<file path="src/rtl/aes_pkg.sv">
// Shared types and byte-layout helpers for the serial InvShiftRows block.
// The state is column-major: s[r][c] sits at bits [127-8*(4c+r) -: 8].
package aes_pkg;
    localparam int COL_CNT_W = 2;

    typedef logic [127:0] state_t;

    typedef enum logic {
        COLLECT = 1'b0,
        FULL    = 1'b1
    } fsm_t;

    function automatic int byte_msb(input int c, input int r);
        return 127 - 8 * (4 * c + r);
    endfunction
endpackage

</file>
<file path="src/rtl/inv_row_shifting.sv">
// Pure byte permutation: out[r][c] = in[r][(c-r) mod 4], i.e. row r rotated
// right by r positions.
module inv_row_shifting
    import aes_pkg::*;
(
    input  logic [127:0] i_state,
    output logic [127:0] o_state
);
    for (genvar c = 0; c < 4; c++) begin : g_col
        for (genvar r = 0; r < 4; r++) begin : g_row
            localparam int DST = byte_msb(c, r);
            localparam int SRC = byte_msb((c - r + 4) % 4, r);
            assign o_state[DST -: 8] = i_state[SRC -: 8];
        end
    end
endmodule

</file>
<file path="src/rtl/inv_shift_rows_serial.sv">
// Collects four 32-bit state columns, then holds the InvShiftRows result
// until the downstream handshake. in_ready depends only on registered state.
module inv_shift_rows_serial
    import aes_pkg::*;
(
    input  logic                 clk,
    input  logic                 rst,
    input  logic                 flush,
    input  logic                 in_valid,
    output logic                 in_ready,
    input  logic [31:0]          in_word,
    output logic                 out_valid,
    input  logic                 out_ready,
    output logic [127:0]         out_state,
    output logic [COL_CNT_W-1:0] col_cnt
);
    fsm_t                  r_state;
    fsm_t                  w_next_state;
    logic [COL_CNT_W-1:0]  r_col_cnt;
    logic [2:0][31:0]      r_cols;
    logic [127:0]          r_out_state;
    logic [127:0]          w_block;
    logic [127:0]          w_shifted;
    logic                  w_capture;
    logic                  w_last;

    assign in_ready  = (r_state == COLLECT);
    assign out_valid = (r_state == FULL);
    assign out_state = r_out_state;
    assign col_cnt   = r_col_cnt;

    assign w_capture = in_valid && (r_state == COLLECT) && !flush;
    assign w_last    = w_capture && (r_col_cnt == 2'd3);

    // The fourth column feeds the permutation straight from in_word.
    assign w_block = {r_cols[0], r_cols[1], r_cols[2], in_word};

    inv_row_shifting u_inv_row_shifting (
        .i_state (w_block),
        .o_state (w_shifted)
    );

    always_comb begin
        w_next_state = r_state;
        if (flush) begin
            w_next_state = COLLECT;
        end else begin
            case (r_state)
                COLLECT: if (w_last)    w_next_state = FULL;
                FULL:    if (out_ready) w_next_state = COLLECT;
                default:                w_next_state = COLLECT;
            endcase
        end
    end

    always_ff @(posedge clk or posedge rst) begin
        if (rst) begin
            r_state <= COLLECT;
        end else begin
            r_state <= w_next_state;
        end
    end

    always_ff @(posedge clk or posedge rst) begin
        if (rst) begin
            r_col_cnt   <= '0;
            r_cols      <= '0;
            r_out_state <= '0;
        end else if (flush) begin
            r_col_cnt <= '0;
            r_cols    <= '0;
        end else if (w_capture) begin
            if (w_last) begin
                r_col_cnt   <= '0;
                r_out_state <= w_shifted;
            end else begin
                r_col_cnt <= r_col_cnt + 2'd1;
                for (int i = 0; i < 3; i++) begin
                    if (r_col_cnt == COL_CNT_W'(i)) r_cols[i] <= in_word;
                end
            end
        end
    end
endmodule

</file>
<file path="config.mk">
export PLATFORM = sky130hd
export DESIGN_NAME = inv_shift_rows_serial
export DESIGN_NICKNAME = d
export VERILOG_FILES = /design/src/rtl/aes_pkg.sv /design/src/rtl/inv_row_shifting.sv /design/src/rtl/inv_shift_rows_serial.sv
export SDC_FILE = /design/constraint.sdc
export NUM_CORES = 1
export LEC_CHECK = 0
export ABC_AREA = 1
export BUFFER_PORTS_ARGS = -buffer_cell sky130_fd_sc_hd__buf_2
export CAP_MARGIN = 20
export CORE_ASPECT_RATIO = 1.25
export CORE_MARGIN = 2
export CORE_UTILIZATION = 45
export CTS_BUF_LIST = sky130_fd_sc_hd__clkbuf_8
export DETAILED_ROUTE_END_ITERATION = 8
export HOLD_SLACK_MARGIN = 0.06
export PLACE_DENSITY = 0.66
export SETUP_SLACK_MARGIN = 0.5
export SLEW_MARGIN = 20
export SYNTH_ARGS = -nofsm -noshare
export SYNTH_HDL_FRONTEND = slang
export SYNTH_SLANG_ARGS = --single-unit
</file>
<file path="constraint.sdc">
create_clock -name clk -period 21.7 [get_ports clk]
set_clock_uncertainty 0.2 [all_clocks]
set_input_delay 2.17 -clock clk [delete_from_list [all_inputs] [get_ports clk]]
set_output_delay 2.17 -clock clk [all_outputs]
set_load 0.03 [all_outputs]
</file>
Word-level counts from Yosys, hierarchy flattened --
Cells that the tools add are included.
Storage, ports and cells: register bits after elaboration 227, word-level logic and storage cells 39
Operators by class: add/sub/neg operators 1, equal/unequal tests 4, muxes and demuxes 13, bitwise logic cells 2, reduce and logical (&&, ||, !) cells 13
Operators with widths (number):
- two-way mux 96 bit | 3
- two-way mux 32 bit | 3
- AND reduction 3 bit | 4
- nonzero test 2 bit | 4
- two-way mux 2 bit | 3
- == test 2 bit, second input constant | 2
- logical AND 1 bit | 3
- two-way mux 1 bit | 3
- adder 2 x 1 -> 2 bit, second input constant | 1
- == test 2 x 1 -> 1 bit, second input constant | 1
- logical NOT 2 bit | 1
- != test 2 bit, second input constant | 1
- inverter 1 bit | 2
- one-hot mux 1 bit (2 select lines) | 1
- logical NOT 1 bit | 1

Logic depth before layout (Yosys ltp) --
Gate-level depths: netlist of the first run.
depth in word-level cells 7, depth in mapped cells 8, depth with buffers taken out 7

By module --
From an unflattened synthesis of the first run, not the netlist that was laid out.
Unflattened totals: cells, all modules 1180, area total of the unflattened synthesis 10174.8 um^2
Modules (own cells, without submodules):
- inv_shift_rows_serial | times used 1, cells an instance 1052, area each 9213.8 um^2, sequential area each 5680.4 um^2
- inv_row_shifting | times used 1, cells an instance 128, area each 960.9 um^2, sequential area each 0.0 um^2

Least setup slack after synthesis of the first run --
OpenSTA, ideal clock, no wires.
path type register to output, start point register r_state (netlist: out_valid), end point output port in_ready, arrival 829 ps, path slack 18501 ps, stages on the path, launching flop included 2, cell sequence dfrtp_1 inv_1
On the way: longest elaborated chain between the ends 1
RTL lines:
- start, declared | RTL line inv_shift_rows_serial.sv:17 | fsm_t r_state;
- start signal, assigned | RTL line inv_shift_rows_serial.sv:60 | r_state <= w_next_state;
- inverter 1 bit
- end, declared | RTL line inv_shift_rows_serial.sv:10 | output logic in_ready,
No other way between the ends.

Worst setup path in the final report of the first run --
start point input port flush, end point register r_out_state[118] (netlist: out_state[118])
On the way: longest elaborated chain between the ends 4, elaborated cells between the ends (all ways) 5, classes of those cells 1 x bitwise; 4 x reduce/logical
RTL lines:
- start, declared | RTL line inv_shift_rows_serial.sv:8 | input logic flush,
- logical NOT 1 bit | RTL line inv_shift_rows_serial.sv:32 | assign w_capture = in_valid && (r_state == COLLECT) && !flush;
- logical AND 1 bit | RTL line inv_shift_rows_serial.sv:32
- logical AND 1 bit | RTL line inv_shift_rows_serial.sv:33 | assign w_last = w_capture && (r_col_cnt == 2'd3);
- AND reduction 3 bit (no line) (*)
- end signal, assigned | RTL line inv_shift_rows_serial.sv:75 | r_out_state <= w_shifted;
- end, declared | RTL line inv_shift_rows_serial.sv:21 | logic [127:0] r_out_state;
Every way passes the cells marked *; elsewhere a longest branch is shown, timed or not. A chain may end at the register's enable or synchronous reset.

==> results.txt, run 1 <==
----------------------------------------------------
[Timing]
  Final TNS setup ... 0 ns
  Min cycle time layout ... 4.77 ns
  RSZ-0062 raised after global routing ... false
  Max-Slew Margin vs Limit ... 0.255
  Number of endpoints failing setup at the final stage ... 0
  Post-route fraction of the period consumed by the critical path ... 0.220
  Actual slew at the worst max-slew pin ... 1.12 ns
  Hold slack ... roughly 0.27 ns
  Worst setup margin ... 16.93 ns
  Final Max Tran Viols ... 0
  Final Hold Vio Count ... 0
  Highest achievable clock rate ... 0.210 GHz

[Synth]
  Average footprint of a synthesized cell ... roughly 9 sq um
  Dominant synthesized flop cell ... dfrtp_1
  Flop and latch count out of synthesis ... 227
  Post-synthesis cell type with the largest combined area ... dfrtp_1
  Most instantiated library cell after synthesis ... nand2_1
  FFs w/ async S/R, synth ... 1.00
  Number of different library cells in the post-synthesis netlist ... 17
  Leading post-synthesis cells by cell area ... dfrtp_1 (58%), nand2_1 (14%), nand3_1 (10%), nand4_1 (8.2%), buf_2 (3.7%)
  Post-synth EDFFs ... 0
  Most numerous cell types in the synthesized netlist ... nand2_1 (355), dfrtp_1 (227), nand3_1 (195)
  Post-synthesis net count ... approximately 1100
  Count of synthesis-stage warnings from yosys ... 0
  Post-synth top area share ... 0.582
  Gate count after technology mapping ... 1094
  Cell Area, Synth ... 0.00975 sq mm
  Part of the Yosys area used for sequential elements ... 0.582

[Global routing]
  Number of global-route vias before repair ... 8017
  Overflow left after global routing ... 0
  Antenna violations before repair ... 0
  Global-route usage over all layers ... 0.234
  Largest net degree at the start of global routing ... 231
  Global-route wire length before repair ... 42.5 mm

[Critical path]
  Startpoint Class ... input port
  Peak fanout along the critical path ... 132
  Setup crit end kind ... register
  Critical path class ... in -> reg
  Data required time of the critical path ... 21.95 ns
  Critical path data arrival time ... roughly 5.0 ns

[Pwr]
  Static power due to leakage ... 6.60 nW
  Internal Power ... 0.672 mW
  Net Switching ... approximately 0.28 mW
  Share of power burned in registers ... 0.487
  Switching share of power ... 0.293
  Part of the total power dissipated in the clock network ... 0.382
  Power density normalized to cell area ... 84.8 mW/mm^2
  Maximum ir drop on the vdd rail ... ~0.000063 V
  Share of total power in combinational logic ... 0.132

[Layout]
  Final standard cell count with taps included and fillers excluded ... 1511
  Finished Core Util ... 0.524
  Share of final-layout standard cells stronger than drive strength 1 ... 0.191
  Net count of the finished layout ... 1250
  ANT cells ... 0
  Area growth from synthesis to layout ... 14.9%
  Layout fillers ... 2099

[Clock network]
  Worst-path clk slew ... 0.06 ns
  Later-pin clock latency in the skew report ... 0.53 ns
  Hold buffers post-CTS ... 0
  Clock buffer depth ... 3
  Gates resized, CTS repair ... 0
  CTS Buf Count ... 38
  Buffer type at the clock tree root ... clkbuf_8
  Clock sink count ... 227
  Count of buffers added by post-CTS timing repair for setup ... 0
  CTS tree ... done
  CTS H-tree depth ... 2

[Floorplan]
  Number of top-level pins ... 169
  Die area ... 0.0229 sq mm
  Y dimension of the die ... 169 microns
  Core outline area ... between 0.02 and 0.025 sq mm
  Die Span X ... between 100 and 150 microns
  Number of standard-cell rows in the floorplan ... 60
  Initial core utilization ... 0.456

[Outcome]
  Status ... completed

[Routing]
  Wire length reported by the detailed router ... about 27 mm
  Post-detailed-route wirelength per cell ... 17.6 microns
  DRT iter0 DRCs ... 690
  DRC violations left ... 0
  Via density ... 5.46
  Vias ... 8244
  ANT nets after route ... 0
  Drt first pass iters ... 5

[Place]
  Placer congestion estimate ... between 0.7 and 0.8
  Post-Place Cells ... about 1400
  Post-place setup slack ... 16.47 ns
  Total of buffers placed on input and output ports ... approximately 170
  Detail Placement HPWL ... 15.9 mm

[Min path]
  Class of the most critical hold timing path ... reg -> reg

[Job]
  Max-cap viol count ... 0

----------------------------------------------------
## critical path: stages
cell     delay [ns]
buf_2          0.57
inv_6          0.48
nand3_4        0.67
buf_4          0.76
nand2_1        0.14
nand2_1        0.11
## state kept, by name, indices dropped and copies added (netlist names)
| register | count |
|---|---|
| out_valid | 1 |
| col_cnt | 2 |
| out_state | 128 |
| r_cols | 96 |
## placed cells by master (no fill, tap or decap), types with 7 or more instances in the layout
master	netlist	routed
buf_4	22	7
nand3_1	195	194
nand4_1	128	128
buf_2	72	168
nand2_1	355	355
clkbuf_8	0	44
nor2_1	33	33
inv_1	40	53
dfrtp_1	227	227
## final timing paths
check / start / to / slack, ns / cells past startpoint
worst max-delay path: flush / out_state[118] / 16.93 / 6
worst min-delay path: out_state[89] / out_state[89] / 0.27 / 2
worst max register to register: col_cnt[0] / out_state[118] / 17.83 / 6
worst min register to register: out_state[89] / out_state[89] / 0.27 / 2
max in group asynchronous: rst / r_cols[27] / 18.39 / 3
min in group asynchronous: rst / out_state[78] / 1.61 / 2
## final cells by class
class | count | area (sq um) | area share
inverter | 41 | 166 | 0.0149
timing repair buffer | 176 | 913 | 0.0815
sequential | 227 | 5680 | 0.507
clock inverter | 19 | 105 | 0.00938
multi-input combinational | 725 | 3380 | 0.302
clock buffer | 44 | 606 | 0.0541
tap | 279 | 349 | 0.0312
## metal layers
| metal | track usage | vias up | wire [microns] |
|---|---|---|---|
| met1 | 0.298 | 4017 | 10700 |
| li1 | - | 3889 | - |
| met5 | 0 | - | 0 |
| met2 | 0.387 | 269 | 13300 |
| met3 | 0.0371 | 69 | 1320 |
| met4 | 0.120 | 0 | 1370 |
## stage by stage
step / instance area [sq um] / power (mW)
3_5_place_dp: 10500 / 0.595
2_1_floorplan: 9750 / 0.556
4_1_cts: 11200 / 0.960
3_3_place_gp: 10500 / 0.593
5_1_grt: 11200 / 0.989
6_report: 11200 / 0.950
## power groups by stage
stage,clock network (mW),registers (mW),logic [mW]
after floorplan,0,0.500,0.0561
after global placement,0,0.469,0.124
after detailed placement,0,0.470,0.126
after CTS,0.371,0.462,0.126
after global routing,0.388,0.465,0.136
final,0.363,0.462,0.125
## logic make-up (layout without fill, tap and decap cells)
group,count (synthesis),count (layout),share of synthesized area
compound gates,4,4,0.00218
fa+ha+maj,4,4,0.00513
buf+inv,142,280,0.0739
flops,227,227,0.582
simple gates,717,717,0.336
Power figures use the tool's default switching activity.
==> run 2, diff against run 1 <==
ABC_AREA = 0   (was 1)
PLACE_DENSITY = 0.67   (was 0.66)
clock period = 4.4 ns   (was 21.7 ns; I/O delays follow)
==> run 2 against run 1 <==
- sequential power increased to 5.0 times the previous value
- combinational power increased to 5.5 times the previous value
- critical path type is now reg -> reg
- cell area increased by 1.5%
- clock power increased to 5.3 times the previous value
==> results.txt, run 2 <==
----------------------------------------------------
[Outcome]
  Status ... completed

[Timing]
  Final TNS setup ... 0 ns
  Final Hold Vio Count ... 0
  Highest achievable clock rate ... 0.391 GHz
  Post-route fraction of the period consumed by the critical path ... 0.581
  Actual slew at the worst max-slew pin ... about 1 ns
  Final Max Tran Viols ... 0
  Number of endpoints failing setup at the final stage ... 0
  Max-Slew Margin vs Limit ... 0.332
  Min cycle time layout ... 2.56 ns
  Hold slack ... 0.140 ns
  RSZ-0062 raised after global routing ... false

[Place]
  Placer congestion estimate ... around 0.72
  Detail Placement HPWL ... 12.2 mm
  Total of buffers placed on input and output ports ... ~170
  Post-place instance area ... 0.0102 sq mm

[Critical path]
  Flop-to-flop setup slack ... roughly 1.8 ns
  Critical path data arrival time ... roughly 2.8 ns
  Critical path class ... reg -> reg
  Peak fanout along the critical path ... around 130
  Setup crit end kind ... register
  Critical path endpoint ... out_state[55]
  Data required time of the critical path ... 4.59 ns
  RR Endpoint ... out_state[55]
  Worst reg-to-reg path cell count ... 4
  Critical path startpoint ... col_cnt[0]
  Startpoint Class ... register
  Reg-to-reg startpoint ... col_cnt[0]

[Layout]
  Flip-flop count of the largest register after layout ... 128
  Net count of the finished layout ... 956
  Leading cell types in the layout, fill and taps excluded ... dfrtp_1 (227), nand2_1 (192), buf_2 (167)
  Post-route cell area ... roughly 0.011 sq mm
  Area growth from synthesis to layout ... 21.8%
  Share of final-layout standard cells stronger than drive strength 1 ... 0.392
  Finished Core Util ... 0.561
  ANT cells ... 0
  Layout fillers ... 1702
  Most common library cell in the layout ignoring fill and taps ... dfrtp_1

[Pwr]
  Net Switching ... 1.32 mW
  Final Power ... 4.94 mW
  Static power due to leakage ... approximately 5.8 nW
  Share of total power in combinational logic ... 0.140
  Internal Power ... 3.62 mW
  Switching share of power ... 0.267
  Part of the total power dissipated in the clock network ... 0.393
  Power density normalized to cell area ... about 430 mW/mm^2
  Share of power burned in registers ... 0.467
  Maximum ir drop on the vdd rail ... ~0.00032 V

[Synth]
  Dominant synthesized flop cell ... dfrtp_1
  Post-synth top area share ... 0.609
  Cell Area, Synth ... slightly above 0.009 sq mm
  Most numerous cell types in the synthesized netlist ... dfrtp_1 (227), nand2_1 (192), mux2_4 (109)
  Leading post-synthesis cells by cell area ... dfrtp_1 (61%), mux2_4 (18%), nand2_1 (7.7%), a21oi_1 (5.2%), buf_12 (2.4%)
  Most instantiated library cell after synthesis ... dfrtp_1
  Count of synthesis-stage warnings from yosys ... 0
  Post-synth EDFFs ... 0
  FFs w/ async S/R, synth ... 1.00
  Part of the Yosys area used for sequential elements ... 0.609
  Post-synthesis net count ... 756
  Flop and latch count out of synthesis ... 227
  Post-synthesis cell type with the largest combined area ... dfrtp_1
  Number of different library cells in the post-synthesis netlist ... 18
  Average footprint of a synthesized cell ... about 13 sq um
  Gate count after technology mapping ... between 700 and 800

[Floorplan]
  Die area ... 0.0219 sq mm
  Number of top-level pins ... 169
  Y dimension of the die ... 165 microns
  Initial core utilization ... 0.461
  Core outline area ... 0.0202 sq mm
  Number of standard-cell rows in the floorplan ... 58
  Die Span X ... 133 microns

[Routing]
  Via density ... ~5
  Vias ... about 6000
  DRT iter0 DRCs ... ~310
  Wire length reported by the detailed router ... slightly above 20 mm
  DRC violations left ... 0
  ANT nets after route ... 0
  Post-detailed-route wirelength per cell ... 17.0 microns
  Drt first pass iters ... 5

[Global routing]
  Number of global-route vias before repair ... 6138
  Overflow left after global routing ... 0
  Global-route wire length before repair ... ~33 mm
  Antenna violations before repair ... 0
  Global-route usage over all layers ... 0.193
  Largest net degree at the start of global routing ... 138

[Clock network]
  Later-pin clock latency in the skew report ... 0.51 ns
  CTS tree ... done
  Gates resized, CTS repair ... 0
  Worst-path clk slew ... 0.07 ns
  Clock sink count ... 227
  CTS H-tree depth ... 2
  Clock buffer depth ... 3
  CTS Buf Count ... 37
  Buffer type at the clock tree root ... clkbuf_8

[Min path]
  Class of the most critical hold timing path ... in -> reg

[Job]
  Max-cap viol count ... 0

----------------------------------------------------
[run 2: cell count changes in the layout (fill, tap and decap cells not counted), moves of 30 or more]
cell           delta
a21oi_1          +97
dlygate4sd3_1    +34
nand3_1         -194
nor2_1           -30
mux2_4          +109
nand2_1         -163
inv_1            -40
nand4_1         -128
[run 2: worst min-delay path by stage]
stage	startpoint	end	slack (ns)	cells past startpoint
global placement	r_cols[89]	out_state[57]	0.29	1
global route	flush	r_cols[44]	0.13	2
CTS	flush	out_valid	0.10	2
floorplan	r_cols[65]	out_state[65]	0.28	1
finish	flush	out_valid	0.14	2
detailed placement	out_state[33]	out_state[33]	0.29	1
[run 2: cells by family after synthesis]
family                   after synthesis  synth area share
AO/OA/AOI/OAI                         97            0.0520
XOR/XNOR                               1          0.000939
adder cells (fa/ha/maj)                4           0.00536
buffers and inverters                 54            0.0452
flip-flops                           227             0.609
multiplexers                         129             0.199
AND/OR/NAND/NOR                      203            0.0886
[run 2: area by class of cell]
class,instances,area [sq um],area share
Tap cell,270,338,0.0297
Clock buffer,50,688,0.0605
Sequential cell,227,5680,0.500
Timing Repair Buffer,210,1270,0.112
Multi-Input combinational cell,434,3250,0.286
Clock inverter,16,124,0.0109
Inverter,5,22.5,0.00198
[run 2: power groups by stage]
stage	logic (mW)	clock network, mW	registers [mW]
CTS	0.704	1.99	2.30
floorplan	0.285	0	2.52
global route	0.748	2.10	2.32
detailed placement	0.680	0	2.34
global placement	0.668	0	2.33
finish	0.692	1.94	2.30
[run 2: critical path, stage by stage (launching register included)]
cell and delay, ns:
dfrtp_1 0.43, ha_1 0.28, and4bb_4 0.27, buf_12 0.67
mux2_2 0.41
[run 2: layer usage]
layer	up-vias	wire length, microns	track usage
li1	2789	-	-
met1	2990	9030	0.254
met2	154	10200	0.317
met3	38	888	0.0405
met4	0	506	0.0689
met5	-	0	0
[run 2: repair_timing]
| item | CTS | global route |
|---|---|---|
| endpoints found under the hold margin | 155 | 0 |
| setup buffers | 0 | 0 |
| hold buffers | 34 | 0 |
| endpoints found under the setup margin | 0 | 0 |
[run 2: through the flow]
step / setup WS, ns / instances
2_1_floorplan: 0.794 / 715
3_3_place_gp: 1.86 / 1112
3_5_place_dp: 1.84 / 1112
4_1_cts: 1.89 / 1212
5_1_grt: 1.76 / 1212
6_report: 1.84 / 1212
==> run 3, diff against run 2 <==
PLACE_DENSITY = 0.69   (was 0.67)
clock period = 2.2 ns   (was 4.4 ns; I/O delays follow)
==> run 3 against run 2 <==
- cell area increased by 12%
- wire length increased by 21%
- critical path depth increased by 2
- non-clock buffer count increased by 65
- fmax increased by 35%
- utilization increased by 6.6 points
- via count increased by 9.7%
- die area unchanged
- largest cell class unchanged
==> results.txt, run 3 (synthesis gave the netlist of run 2 again) <==
----------------------------------------------------
[Pwr]
  Maximum ir drop on the vdd rail ... between 0.0005 and 0.0006 V
  Internal Power ... 7.13 mW
  Power density normalized to cell area ... just under 800 mW/mm^2
  Share of total power in combinational logic ... 0.164
  Static power due to leakage ... between 6 and 7 nW
  Part of the total power dissipated in the clock network ... 0.367
  Net Switching ... 2.72 mW
  Share of power burned in registers ... 0.469
  Switching share of power ... 0.276

[Clock network]
  Clock buffer depth ... 3
  Later-pin clock latency in the skew report ... 0.51 ns
  CTS Buf Count ... 37
  Clock sink count ... 227
  Buffer type at the clock tree root ... clkbuf_8
  CTS H-tree depth ... 2
  Worst-path clk slew ... 0.06 ns
  CTS tree ... done

[Floorplan]
  Y dimension of the die ... 165 microns
  Initial core utilization ... 0.461
  Number of standard-cell rows in the floorplan ... 58
  Core outline area ... between 0.02 and 0.025 sq mm
  Die Span X ... 133 microns
  Number of top-level pins ... 169
  Die area ... 0.0219 sq mm

[Timing]
  Final Hold Vio Count ... 0
  Actual slew at the worst max-slew pin ... 0.723 ns
  Highest achievable clock rate ... 0.527 GHz
  Post-route fraction of the period consumed by the critical path ... 0.862
  Min cycle time layout ... approximately 1.9 ns
  Number of endpoints failing setup at the final stage ... 0
  RSZ-0062 raised after global routing ... true
  Max-Slew Margin vs Limit ... 0.518
  Final Max Tran Viols ... 0
  Hold slack ... between 0.09 and 0.1 ns

[Layout]
  Share of final-layout standard cells stronger than drive strength 1 ... 0.465
  Most common library cell in the layout ignoring fill and taps ... dfrtp_1
  Net count of the finished layout ... between 1000 and 1500
  Register cell area after layout ... 0.00568 sq mm
  Layout fillers ... 1509
  Finished Core Util ... 0.628
  ANT cells ... 0
  Flip-flop count of the largest register after layout ... roughly 130
  Area growth from synthesis to layout ... 36.1%
  Leading cell types in the layout, fill and taps excluded ... dfrtp_1 (227), nand2_1 (192), buf_2 (164)
  Area of the multi-input gates ... about 0.0035 sq mm

[Routing]
  Vias ... 6548
  Post-detailed-route wirelength per cell ... 19.6 microns
  DRT iter0 DRCs ... 299
  Wire length reported by the detailed router ... 25.0 mm
  ANT nets after route ... 0
  Drt first pass iters ... 5
  DRC violations left ... 0
  Via density ... 5.15

[Place]
  Detail Placement HPWL ... 13.7 mm
  Total of buffers placed on input and output ports ... 168
  Placer congestion estimate ... 0.756

[Global routing]
  Overflow left after global routing ... 0
  Global-route wire length before repair ... 38.6 mm
  Global-route usage over all layers ... 0.228
  Number of global-route vias before repair ... 6879
  Largest net degree at the start of global routing ... 56
  Antenna violations before repair ... 0

[Critical path]
  Startpoint Class ... register
  Slowest CP cell ... dfrtp_1
  Critical path data arrival time ... 2.09 ns
  Data required time of the critical path ... approximately 2.4 ns
  Largest stage delay on the critical path ... about 0.40 ns
  Cell chain of the critical path ... ha_4 -> and4bb_4 -> buf_4 -> buf_12 -> clkbuf_16 -> mux2_4
  Critical path class ... reg -> reg
  Peak fanout along the critical path ... 6
  Setup crit end kind ... register

[Outcome]
  Status ... completed

[Job]
  Max-cap viol count ... 0

[Min path]
  Class of the most critical hold timing path ... in -> async

----------------------------------------------------
## run 3: per-stage QoR
step	instance area [sq um]	cells	setup TNS [ns]	total power [mW]	worst slack, ns
2_1_floorplan	9340	715	-269.22	5.60	-1.19
3_3_place_gp	10500	1135	0	6.08	0.182
3_5_place_dp	10500	1135	0	6.11	0.126
4_1_cts	12400	1264	0	9.85	0.326
5_1_grt	12700	1272	0	10.3	0.254
6_report	12700	1272	0	9.85	0.304
## run 3: metal layers
layer,share of wire,wire (microns),global-route usage
met4,0.031,778,0.0924
met2,0.51,12800,0.399
met1,0.40,10100,0.280
met5,0,0,0
met3,0.053,1330,0.0439
## run 3: worst max-delay path, delay by kind of cell (launching register included)
family	cells	cell delay [ns]
buf+inv	3	0.43
fa+ha+maj	1	0.16
flops	1	0.40
simple gates	1	0.28
mux	1	0.30
## run 3: cell type report
| type | instances | area share |
|---|---|---|
| timing repair buffer | 275 | 0.195 |
| tap | 270 | 0.0266 |
| sequential | 227 | 0.447 |
| clock inverter | 11 | 0.00384 |
| clock buffer | 50 | 0.0542 |
| multi-input combinational | 434 | 0.272 |
| inverter | 5 | 0.00177 |
## run 3: power by group through the flow
| stage | registers [mW] | clock network [mW] | logic, mW |
|---|---|---|---|
| floorplan | 5.03 | 0 | 0.571 |
| global placement | 4.68 | 0 | 1.40 |
| detailed placement | 4.68 | 0 | 1.43 |
| CTS | 4.62 | 3.68 | 1.55 |
| global route | 4.65 | 3.92 | 1.71 |
| finish | 4.62 | 3.61 | 1.61 |
## run 3: path summary, 6_finish.rpt
path	from	endpoint	slack, ns	depth (start not counted)
max	col_cnt[1]	out_state[38]	0.30	6
min	rst	out_state[10]	0.09	3
max reg2reg	col_cnt[1]	out_state[38]	0.30	6
min reg2reg	out_state[112]	out_state[112]	0.30	1
max in group asynchronous	rst	out_state[70]	1.05	5
min in group clk	flush	r_cols[85]	0.16	3
## run 3: what timing repair did
action                                 4_1_cts  5_1_grt
pin swaps                                    2        0
hold buffers                                35        0
buffers inserted                            16        2
resized for setup                           71       36
endpoints found under the hold margin      357        0
cloned                                      17        6
setup endpoints to repair                  226      229
